[src/rtl/mem_load_unit_pkg.sv]
// Shared memory-access definitions: access-length codes, load FSM states,
// captured-request payload. The store-side mask imports the same codes.
package mem_load_unit_pkg;

    localparam int unsigned DATA_W = 32;

    // Access length encoding shared with the store mask
    localparam logic [1:0] LEN_WORD  = 2'd0;
    localparam logic [1:0] LEN_HALF  = 2'd1;
    localparam logic [1:0] LEN_BYTE  = 2'd2;
    localparam logic [1:0] LEN_WORD3 = 2'd3;

    typedef enum logic [1:0] {
        ST_IDLE  = 2'd0,
        ST_ISSUE = 2'd1,
        ST_WAIT  = 2'd2,
        ST_RESP  = 2'd3
    } load_state_e;

    // Request fields held for the whole transaction
    typedef struct packed {
        logic [1:0] offset;
        logic [1:0] len;
        logic       zext;
    } load_req_t;

    // True when the low address bits are not aligned to the access size
    function automatic logic is_misaligned(input logic [1:0] len, input logic [1:0] offset);
        logic mis;
        case (len)
            LEN_HALF: mis = offset[0];
            LEN_BYTE: mis = 1'b0;
            default:  mis = (offset != 2'b00);
        endcase
        return mis;
    endfunction

endpackage

[src/rtl/mem_load_unit_load_extract.sv]
// Combinational little-endian lane select plus sign/zero extension.
module load_extract
    import mem_load_unit_pkg::*;
(
    input  logic [DATA_W-1:0] word,
    input  logic [1:0]        offset,
    input  logic [1:0]        len,
    input  logic              zext,
    output logic [DATA_W-1:0] result
);

    logic [7:0]  byte_lane;
    logic [15:0] half_lane;

    // Pick the addressed lane and extend it to 32 bits
    always_comb begin
        byte_lane = 8'h00;
        half_lane = 16'h0000;
        result    = word;
        case (offset)
            2'd0:    byte_lane = word[7:0];
            2'd1:    byte_lane = word[15:8];
            2'd2:    byte_lane = word[23:16];
            default: byte_lane = word[31:24];
        endcase
        half_lane = offset[1] ? word[31:16] : word[15:0];
        case (len)
            LEN_BYTE: result = zext ? {24'h000000, byte_lane} : {{24{byte_lane[7]}}, byte_lane};
            LEN_HALF: result = zext ? {16'h0000, half_lane} : {{16{half_lane[15]}}, half_lane};
            default:  result = word;
        endcase
    end

endmodule

[src/rtl/mem_load_unit.sv]
// Load unit: accepts a MEM-stage load, issues one word-aligned read to the
// synchronous data memory, extracts/extends the result and hands it to
// write-back. Optional macro MEM_LOAD_MISALIGN_TRAP_EN turns misaligned
// half/word loads into an immediate error response without a memory read.
module mem_load_unit
    import mem_load_unit_pkg::*;
#(
    parameter int unsigned TIMEOUT_CYCLES = 16,
    parameter int unsigned ADDR_W         = 32
) (
    input  logic              clk,
    input  logic              rst_n,
    input  logic              req_valid,
    output logic              req_ready,
    input  logic [ADDR_W-1:0] req_addr,
    input  logic [1:0]        req_len,
    input  logic              req_unsigned,
    output logic              mem_rd_en,
    output logic [ADDR_W-1:0] mem_addr,
    input  logic [DATA_W-1:0] mem_rd_data,
    input  logic              mem_rd_valid,
    output logic              resp_valid,
    input  logic              resp_ready,
    output logic [DATA_W-1:0] resp_data,
    output logic              resp_err,
    output logic              busy
);

    localparam int unsigned     CNT_W    = (TIMEOUT_CYCLES > 2) ? $clog2(TIMEOUT_CYCLES) : 1;
    localparam logic [CNT_W-1:0] CNT_LAST = CNT_W'(TIMEOUT_CYCLES - 1);

    load_state_e       state;
    load_req_t         req_q;
    logic [CNT_W-1:0]  cnt;
    logic [DATA_W-1:0] extracted_c;
    logic              misalign_c;

    load_extract u_extract (
        .word   (mem_rd_data),
        .offset (req_q.offset),
        .len    (req_q.len),
        .zext   (req_q.zext),
        .result (extracted_c)
    );

    // Misalignment trap decision for the incoming request
    always_comb begin
        misalign_c = 1'b0;
`ifdef MEM_LOAD_MISALIGN_TRAP_EN
        misalign_c = is_misaligned(req_len, req_addr[1:0]);
`endif
    end

    // Load FSM with registered handshake, memory and response outputs
    always_ff @(posedge clk or negedge rst_n) begin
        if (!rst_n) begin
            state      <= ST_IDLE;
            req_q      <= '0;
            cnt        <= '0;
            mem_rd_en  <= 1'b0;
            mem_addr   <= '0;
            resp_valid <= 1'b0;
            resp_data  <= '0;
            resp_err   <= 1'b0;
            busy       <= 1'b0;
            req_ready  <= 1'b1;
        end else begin
            mem_rd_en <= 1'b0;
            case (state)
                ST_IDLE: begin
                    if (req_valid) begin
                        req_q     <= '{offset: req_addr[1:0], len: req_len, zext: req_unsigned};
                        req_ready <= 1'b0;
                        busy      <= 1'b1;
                        if (misalign_c) begin
                            state      <= ST_RESP;
                            resp_valid <= 1'b1;
                            resp_data  <= '0;
                            resp_err   <= 1'b1;
                        end else begin
                            state     <= ST_ISSUE;
                            mem_rd_en <= 1'b1;
                            mem_addr  <= {req_addr[ADDR_W-1:2], 2'b00};
                        end
                    end
                end
                ST_ISSUE: begin
                    // Read strobe is out this cycle; any response now is stale
                    state <= ST_WAIT;
                    cnt   <= '0;
                end
                ST_WAIT: begin
                    if (mem_rd_valid) begin
                        state      <= ST_RESP;
                        resp_valid <= 1'b1;
                        resp_data  <= extracted_c;
                        resp_err   <= 1'b0;
                    end else if (cnt == CNT_LAST) begin
                        state      <= ST_RESP;
                        resp_valid <= 1'b1;
                        resp_data  <= '0;
                        resp_err   <= 1'b1;
                    end else begin
                        cnt <= cnt + CNT_W'(1);
                    end
                end
                ST_RESP: begin
                    if (resp_ready) begin
                        state      <= ST_IDLE;
                        resp_valid <= 1'b0;
                        busy       <= 1'b0;
                        req_ready  <= 1'b1;
                    end
                end
                default: state <= ST_IDLE;
            endcase
        end
    end

endmodule

[config.mk]
export PLATFORM = sky130hd
export DESIGN_NAME = mem_load_unit
export DESIGN_NICKNAME = d
export VERILOG_FILES = /design/src/rtl/mem_load_unit_pkg.sv /design/src/rtl/mem_load_unit_load_extract.sv /design/src/rtl/mem_load_unit.sv
export SDC_FILE = /design/constraint.sdc
export NUM_CORES = 1
export LEC_CHECK = 0
export ABC_CLOCK_PERIOD_IN_PS = 2200
export CORE_MARGIN = 4
export CORE_UTILIZATION = 44
export DETAILED_ROUTE_END_ITERATION = 10
export PLACE_DENSITY = 0.87
export SYNTH_ARGS = -nofsm -noshare
export SYNTH_HDL_FRONTEND = slang
export SYNTH_SLANG_ARGS = --single-unit
[constraint.sdc]
create_clock -name clk -period 2.2 [get_ports clk]
set_clock_uncertainty 0.1 [all_clocks]
set_input_delay 0.44 -clock clk [delete_from_list [all_inputs] [get_ports clk]]
set_output_delay 0.44 -clock clk [all_outputs]
set_load 0.01 [all_outputs]
Word-level counts from Yosys, hierarchy flattened. Index checks and enable logic that the tools add are counted.

Register bits: 78. Logic and storage cells: 65.

Add/sub/neg operators: 1. Equal/unequal tests: 13. Mux-type cells: 27. Reductions and logical operators: 12.

Operators by type and width (number): 32-bit two-way mux (4); 32-bit case mux with 2 select lines (1); 8-bit case mux with 3 select lines (1); 16-bit two-way mux (1); 3-bit AND reduction (4); 1-bit two-way mux (9); 2-bit == test (second input constant) (4); 2-bit two-way mux (4); 4-bit two-way mux (2); 2-bit != test (second input constant) (4); 2-bit case mux with 4 select lines (1); 4-bit case mux with 2 select lines (1); 2-bit nonzero test (4); 2-bit by 1-bit == test with 1-bit output (second input constant) (3); 1-bit case mux with 2 select lines (3); 4-bit by 1-bit adder with 4-bit output (second input constant) (1); 4-bit == test (second input constant) (1); 2-bit logical NOT (2); 2-bit AND reduction (2); 3-bit != test (second input constant) (1).

Depth between registers and ports, before layout. Gate-level depths: netlist (run 1).

Depth after elaboration: 5. Depth in mapped cells: 8. Mapped depth without buffers: 6.

Hierarchy. A second synthesis (run 1) with hierarchy kept.

Cells, all modules: 319. Area total of the unflattened synthesis: 3737.3 um^2.

By module, submodules not included: mem_load_unit (times used 1, cells each 206, area each 3025.4 um^2); load_extract (times used 1, cells each 113, area each 711.9 um^2).

Worst setup path after synthesis (run 1). Ideal clock, no wire load.

Kind: register to register. Start: register req_q[1] (netlist name). End: register resp_data[0]. Arrival: 1796 ps. Data required time: 1974 ps. Path slack: 178 ps. Stages on the path, launching flop included: 9. Period minus slack after synthesis: 2022 ps. Cell sequence: dfrtp_1 > inv_1 > ha_1 > clkbuf_1 > nor2b_1 > buf_2 > o2111a_1 > a22o_1 > a221o_1.

Word-level cells in the longest chain between the ends: 3.

Ends and longest elaborated chain: from (decl) (line mem_load_unit.sv:33) `load_req_t req_q;`; from (signal assigned) (line mem_load_unit.sv:72) `req_q <= '{offset: req_addr[1:0], len: req_len, zext: req_unsigned};`; 2-bit by 1-bit == test with 1-bit output or 2-bit == test (tied branches) (line mem_load_unit_load_extract.sv:27) `case (len)`; 32-bit case mux with 2 select lines (*) (line mem_load_unit_load_extract.sv:27); 32-bit two-way mux (*) (line mem_load_unit.sv:93) `if (mem_rd_valid) begin`; to (signal assigned) (line mem_load_unit.sv:96) `resp_data <= extracted_c;`; to (decl) (line mem_load_unit.sv:24) `output logic [DATA_W-1:0] resp_data,`.

Mark *: on every way between the ends. The rest lies on a longest branch, timed or not. A chain may end at the register's enable or synchronous reset.

Worst setup path in the final report (run 1). Ends and elaborated chain as after synthesis.

==> flow_metrics.env, run 1 <==
export IMPL_status="finished clean"
export IMPL_power_switching_w=0.00252
export IMPL_die_y_um=99.0
export IMPL_drtIter0Drc=172
export IMPL_portBuffers=138
export IMPL_pwr_density_cell_mw_per_mm2=1340
export IMPL_cts_tree="done"
export IMPL_clockRootBuffer="clkbuf_8"
export IMPL_tightest_slew_ns=0.654
export IMPL_max_slew_margin_pct=56.4
export IMPL_rsz0062_at_grt="no"
export IMPL_finalSetupViolCount=0
export IMPL_path_clk_slew_ns=0.09
export IMPL_antenna_left=0
export IMPL_syn_avg_cell_area_um2=12.1
export IMPL_cts_max_level=3
export IMPL_clock_sinks=78
export IMPL_crit_arrival_ns=2.25
export IMPL_synth_edf_count=0
export IMPL_grt_usage_pct=20.4
export IMPL_ys_types=39
export IMPL_initial_core_util_pct=46.1
export IMPL_cp_end_kind="flip-flop"
export IMPL_pwr_share_clk_pct=14.3
export IMPL_fin_crit_sh_pct=94.5
export IMPL_clk_latency_ns=0.33
export IMPL_vdd_drop_max_uv=766
export IMPL_die_w_um=99.0
export IMPL_antenna_found_initial=0
export IMPL_fin_ws_ns=0.122
export IMPL_netlist_area_mm2=0.00364
export IMPL_grt_max_degree=46
export IMPL_crit_type="reg2reg"
export IMPL_row_count=32
export IMPL_drive_above_1_share_pct=19.9
export IMPL_seq_area_frac_synth_pct=53.7
export IMPL_clockBufferDepth=2
export IMPL_p_comb_share_pct=51.5
export IMPL_multi_input_area_mm2=0.00155
export IMPL_ys_async_sr_fraction_pct=100
export IMPL_area_delta_synth_final_pct=48.9
export IMPL_dpl_hpwl_um=7560
export IMPL_syn_inst=302
export IMPL_pre_cts_slack_ns=-0.111
export IMPL_postCtsResizedCells=1
export IMPL_p_int_w=0.00473
export IMPL_drc_errors=0
export IMPL_p_sw_share_pct=34.7
export IMPL_die_area_mm2=0.00979
export IMPL_maxCapViolations=0
export IMPL_grt_pass1_wl_um=16300
export IMPL_start_kind="flip-flop"
export IMPL_nets=527
export IMPL_final_hold_viol_count=0
export IMPL_vias=3115
export IMPL_cts_setup_buffers=0
export IMPL_grt_pass1_vias=3307
export IMPL_leakage_nw=2.35
export IMPL_synth_ff_type="dfrtp_1"
export IMPL_cts_buffers=9
export IMPL_ys_ff_latch=78
export IMPL_num_io_pins=141
export IMPL_whs_ns=0.00226
export IMPL_cp_max_fo=8
export IMPL_fillers=598
export IMPL_cts_hold_fix_buffers=0
export IMPL_hp_class="in2async"
export IMPL_design_core_area_mm2=0.00789
export IMPL_slew_viol_final=0
export IMPL_seq_power_share_pct=34.2
export IMPL_vias_per_cell=5.62
export IMPL_synthesis_yosys_warnings=0
export IMPL_drt_total_wl_um=9890
export IMPL_gp_congestion=0.880
export IMPL_antenna_cells=0
export IMPL_mostFrequentLayoutCell="clkdlybuf4s50_1"
export IMPL_min_period_ns=2.08
export IMPL_drt_first_pass_iters=4
export IMPL_routedWlPerCell_um=17.9
export IMPL_crit_required_ns=2.38
export IMPL_timing_fmax_ghz=0.481
export IMPL_grt_overflow_total=0
export IMPL_mostFrequentLayoutCells="137 x clkdlybuf4s50_1, 77 x dfrtp_1, 35 x mux2_2"
export IMPL_register_area_mm2=0.00195
==> power groups by stage <==
stage / Clock [W] / Combinational (W) / Sequential, W
6_report: 0.00104 / 0.00373 / 0.00248
4_1_cts: 0.00106 / 0.00376 / 0.00248
2_1_floorplan: 0 / 0.00170 / 0.00269
5_1_grt: 0.00111 / 0.00404 / 0.00256
3_3_place_gp: 0 / 0.00361 / 0.00247
3_5_place_dp: 0 / 0.00374 / 0.00250
==> cell families after synthesis <==
logic type / share of synthesized area (%)
buf+inv: 4.12
compound gates: 19.5
flops: 53.7
mux: 13.9
fa+ha+maj: 2.41
other cells: 0.103
simple gates: 6.33
==> worst paths after layout <==
kind / start / to / slack, ns / cells after the start
worst max-delay path: req_q[1] / resp_data[0] / 0.12 / 6
max in group asynchronous: rst_n / mem_addr[10] / 1.41 / 2
worst max register to register: req_q[1] / resp_data[0] / 0.12 / 6
min in group clk: resp_data[14] / resp_data[14] / 0.41 / 2
worst min register to register: resp_data[14] / resp_data[14] / 0.41 / 2
worst min-delay path: rst_n / cnt[2] / 0.002 / 1
==> registers in the layout (all words and copies together), names as in the netlist, 2 cells and up <==
register and flops:
cnt 4, mem_addr 30, req_q 5, resp_data 32
state 2
==> area by class of cell <==
type,count,area share (%)
clock buffer,9,2.29
clock inverter,6,1.18
inverter,16,1.11
multi-input combinational,190,28.6
sequential,78,36.0
tap,102,2.36
timing repair buffer,153,28.4
==> through the flow <==
step	cell area [µm²]	TNS, ns	util, %	total power (W)	std cells
after floorplan	3640	0	-	0.00440	303
after global placement	5230	-1.17	66.3	0.00608	539
after detailed placement	5230	-1.64	66.3	0.00625	539
after CTS	5420	0	68.7	0.00730	554
after global routing	5420	0	68.7	0.00770	554
final	5420	0	68.7	0.00724	554
==> Yosys cell counts (2+ instances only) <==
cell / n / area share, %
dfrtp_1: 77 / 53
mux2_2: 35 / 11
nand2_1: 22 / 2.3
a221o_2: 16 / 5.0
a22o_1: 16 / 3.8
inv_1: 15 / 1.5
a21oi_1: 14 / 1.9
nor2_1: 12 / 1.2
mux2i_1: 11 / 3.0
clkbuf_1: 10 / 1.0
o21ai_0: 9 / 1.2
a221o_1: 7 / 1.9
a22oi_1: 7 / 1.4
ha_1: 7 / 2.4
o221ai_1: 7 / 1.7
nor2b_1: 6 / 1.0
nand2b_1: 4 / 0.69
buf_1: 3 / 0.31
buf_2: 3 / 0.41
buf_4: 2 / 0.41
==> per-layer routing <==
layer  share of wire, %  global-route usage, %  vias up
met2                 49                   34.6      156
met4                1.9                   6.83        0
li1                   -                      -     1413
met5                  0                      0        -
met3                8.1                   5.45       20
met1                 41                   25.2     1526
==> critical path, cell delays in order, from the launching register on <==
cell and delay (ns):
dfrtp_1 0.35, inv_1 0.06, ha_1 0.40, nor2b_2 0.32, o2111a_1 0.43, a22o_1 0.22, a221o_1 0.14
No activity file was read; power rests on OpenSTA's default activity.
==> run 2, diff against run 1 <==
--- a/config.mk
+++ b/config.mk
@@ -7,9 +7,10 @@
 export LEC_CHECK = 0
 export ABC_CLOCK_PERIOD_IN_PS = 2200
 export CORE_MARGIN = 4
-export CORE_UTILIZATION = 44
+export CORE_UTILIZATION = 63
 export DETAILED_ROUTE_END_ITERATION = 10
-export PLACE_DENSITY = 0.87
+export DONT_BUFFER_PORTS = 1
+export PLACE_DENSITY = 0.86
 export SYNTH_ARGS = -nofsm -noshare
 export SYNTH_HDL_FRONTEND = slang
 export SYNTH_SLANG_ARGS = --single-unit
==> run 2 against run 1 <==
Effect of this change:
- the run now ends with negative hold slack left
- routed wire length is 15% lower
- flip-flop and latch count unchanged
- maximum frequency rose by 5.0%
- final cell count down 31%
- total power fell by 17%
- die area is 28% lower
- global-route usage grew 4.2 points
- setup slack better by 0.099 ns
- final area fell by 27%
- critical path depth rose by 1
- critical endpoint is now resp_data[24]
- largest power group is now sequential cells
==> flow_metrics.env, run 2 (synthesis gave the netlist of run 1 again) <==
export IMPL_design_core_area_mm2=0.00554
export IMPL_crit_required_ns=2.39
export IMPL_p_int_w=0.00371
export IMPL_reg_top3="resp_data: 32 flops, mem_addr: 30 flops, req_q: 5 flops"
export IMPL_drt_first_pass_iters=4
export IMPL_cp_end_kind="flip-flop"
export IMPL_slew_viol_final=0
export IMPL_violations="negative hold slack"
export IMPL_grt_pass1_vias=2647
export IMPL_r2r_setup_slack_ns=0.22
export IMPL_crit_family="compound AO/OA/AOI/OAI gates"
export IMPL_die_w_um=84.0
export IMPL_maxCapViolations=0
export IMPL_whs_ns=-0.318
export IMPL_largest_reg_flops=32
export IMPL_vias_per_cell=6.57
export IMPL_drc_errors=0
export IMPL_start_kind="flip-flop"
export IMPL_die_y_um=84.0
export IMPL_timing_fmax_ghz=0.505
export IMPL_vdd_drop_max_uv=908
export IMPL_power_switching_w=0.00228
export IMPL_drtIter0Drc=183
export IMPL_r2r_cells=7
export IMPL_cts_setup_buffers=0
export IMPL_area_delta_synth_final_pct=8.01
export IMPL_rsz0062_at_grt="no"
export IMPL_cts_tree="done"
export IMPL_antenna_cells=0
export IMPL_clockBufferDepth=2
export IMPL_grt_usage_pct=24.6
export IMPL_fillers=414
export IMPL_top_register="resp_data"
export IMPL_clockRootBuffer="clkbuf_8"
export IMPL_die_area_mm2=0.00706
export IMPL_drt_total_wl_um=8450
export IMPL_max_slew_margin_pct=57.6
export IMPL_final_hold_viol_count=78
export IMPL_routedWlPerCell_um=22.2
export IMPL_path_buf_inv=2
export IMPL_cp_max_fo=16
export IMPL_reg2reg_from="req_q[1]"
export IMPL_initial_core_util_pct=65.7
export IMPL_antenna_found_initial=0
export IMPL_hp_class="in2async"
export IMPL_fin_crit_sh_pct=90.0
export IMPL_status="finished, violations left"
export IMPL_crit_type="reg2reg"
export IMPL_p_sw_share_pct=38.0
export IMPL_tightest_slew_ns=0.636
export IMPL_critPathMaxStageDelay_ns=0.39
export IMPL_multi_input_area_mm2=0.00155
export IMPL_crit_path_top_delay_cell="dfrtp_1"
export IMPL_num_io_pins=141
export IMPL_setup_tns_final_ns=0
export IMPL_pwr_density_cell_mw_per_mm2=1520
export IMPL_dpl_hpwl_um=6220
export IMPL_cts_buffers=9
export IMPL_finalSetupViolCount=0
export IMPL_crit_chain="inv_1 > ha_1 > nand2_1 > o22a_2 > a2111oi_4 > buf_4 > a221o_2"
export IMPL_nets=383
export IMPL_clock_sinks=78
export IMPL_fin_ws_ns=0.221
export IMPL_drive_above_1_share_pct=26.9
export IMPL_mostFrequentLayoutCell="dfrtp_1"
export IMPL_pwr_share_clk_pct=16.6
export IMPL_min_period_ns=1.98
export IMPL_leakage_nw=1.79
export IMPL_crit_arrival_ns=2.17
export IMPL_portBuffers=0
export IMPL_grt_max_degree=79
export IMPL_register_area_mm2=0.00195
export IMPL_vias=2504
export IMPL_p_comb_share_pct=35.8
export IMPL_grt_overflow_total=0
export IMPL_path_clk_slew_ns=0.08
export IMPL_r2r_end="resp_data[24]"
export IMPL_clk_latency_ns=0.34
export IMPL_seq_power_share_pct=47.6
export IMPL_grt_pass1_wl_um=13600
export IMPL_gp_congestion=0.855
export IMPL_mostFrequentLayoutCells="77 x dfrtp_1, 35 x mux2_2, 22 x nand2_1"
export IMPL_antenna_left=0
export IMPL_row_count=27
export IMPL_cts_max_level=3
export IMPL_pre_cts_slack_ns=0.111
## run 2: cell types whose count changed in the layout (fill, tap and decap cells not counted), sizes merged
cell           change
bufinv             -1
clkinvlp           -1
clkinv             -1
clkdlybuf4s50    -137
clkbuf             +4
buf                -7
## run 2: how the worst max path moves through the flow
stage,start,end,cells past startpoint
final,req_q[1],resp_data[24],7
after global routing,state[0],state[1],7
after CTS,req_q[1],resp_data[24],5
after detailed placement,req_q[1],resp_data[25],5
after global placement,req_q[1],resp_data[27],5
after floorplan,req_q[1],resp_data[0],8
## run 2: per-layer routing
layer | vias up | track usage (%) | part of all wire, %
li1 | 1124 | - | -
met1 | 1222 | 29.6 | 37
met2 | 145 | 38.8 | 48
met3 | 13 | 11.5 | 14
met4 | 0 | 8.77 | 1.3
met5 | - | 0 | 0
## run 2: layout make-up
cell class | count | area share [%]
Clock inverter | 3 | 0.446
Inverter | 16 | 1.53
Tap cell | 72 | 2.29
Multi-Input combinational cell | 190 | 39.4
Clock buffer | 13 | 4.30
Timing Repair Buffer | 9 | 2.36
Sequential cell | 78 | 49.7
## run 2: timing repair
item	4_1_cts	5_1_grt
endpoints found under the hold margin	78	78
setup endpoints to repair	0	23
gates resized for setup	0	2
## run 2: stage by stage
stage                     total power [W]  util (%)  instance area (µm²)  cells  hold WS, ns
after floorplan                   0.00440         -                 3640    303       0.0444
after global placement            0.00487      67.5                 3740    365       0.0472
after detailed placement          0.00501      67.5                 3740    365       0.0468
after CTS                         0.00600      70.9                 3930    381       -0.326
after global routing              0.00641      71.0                 3930    381       -0.340
final                             0.00599      71.0                 3930    381       -0.318
## run 2: power groups by stage
stage | Combinational, W | Clock (W) | Sequential, W
floorplan | 0.00170 | 0 | 0.00269
global placement | 0.00202 | 0 | 0.00285
detailed placement | 0.00213 | 0 | 0.00288
CTS | 0.00213 | 0.00101 | 0.00287
global route | 0.00237 | 0.00109 | 0.00294
finish | 0.00214 | 0.000993 | 0.00285
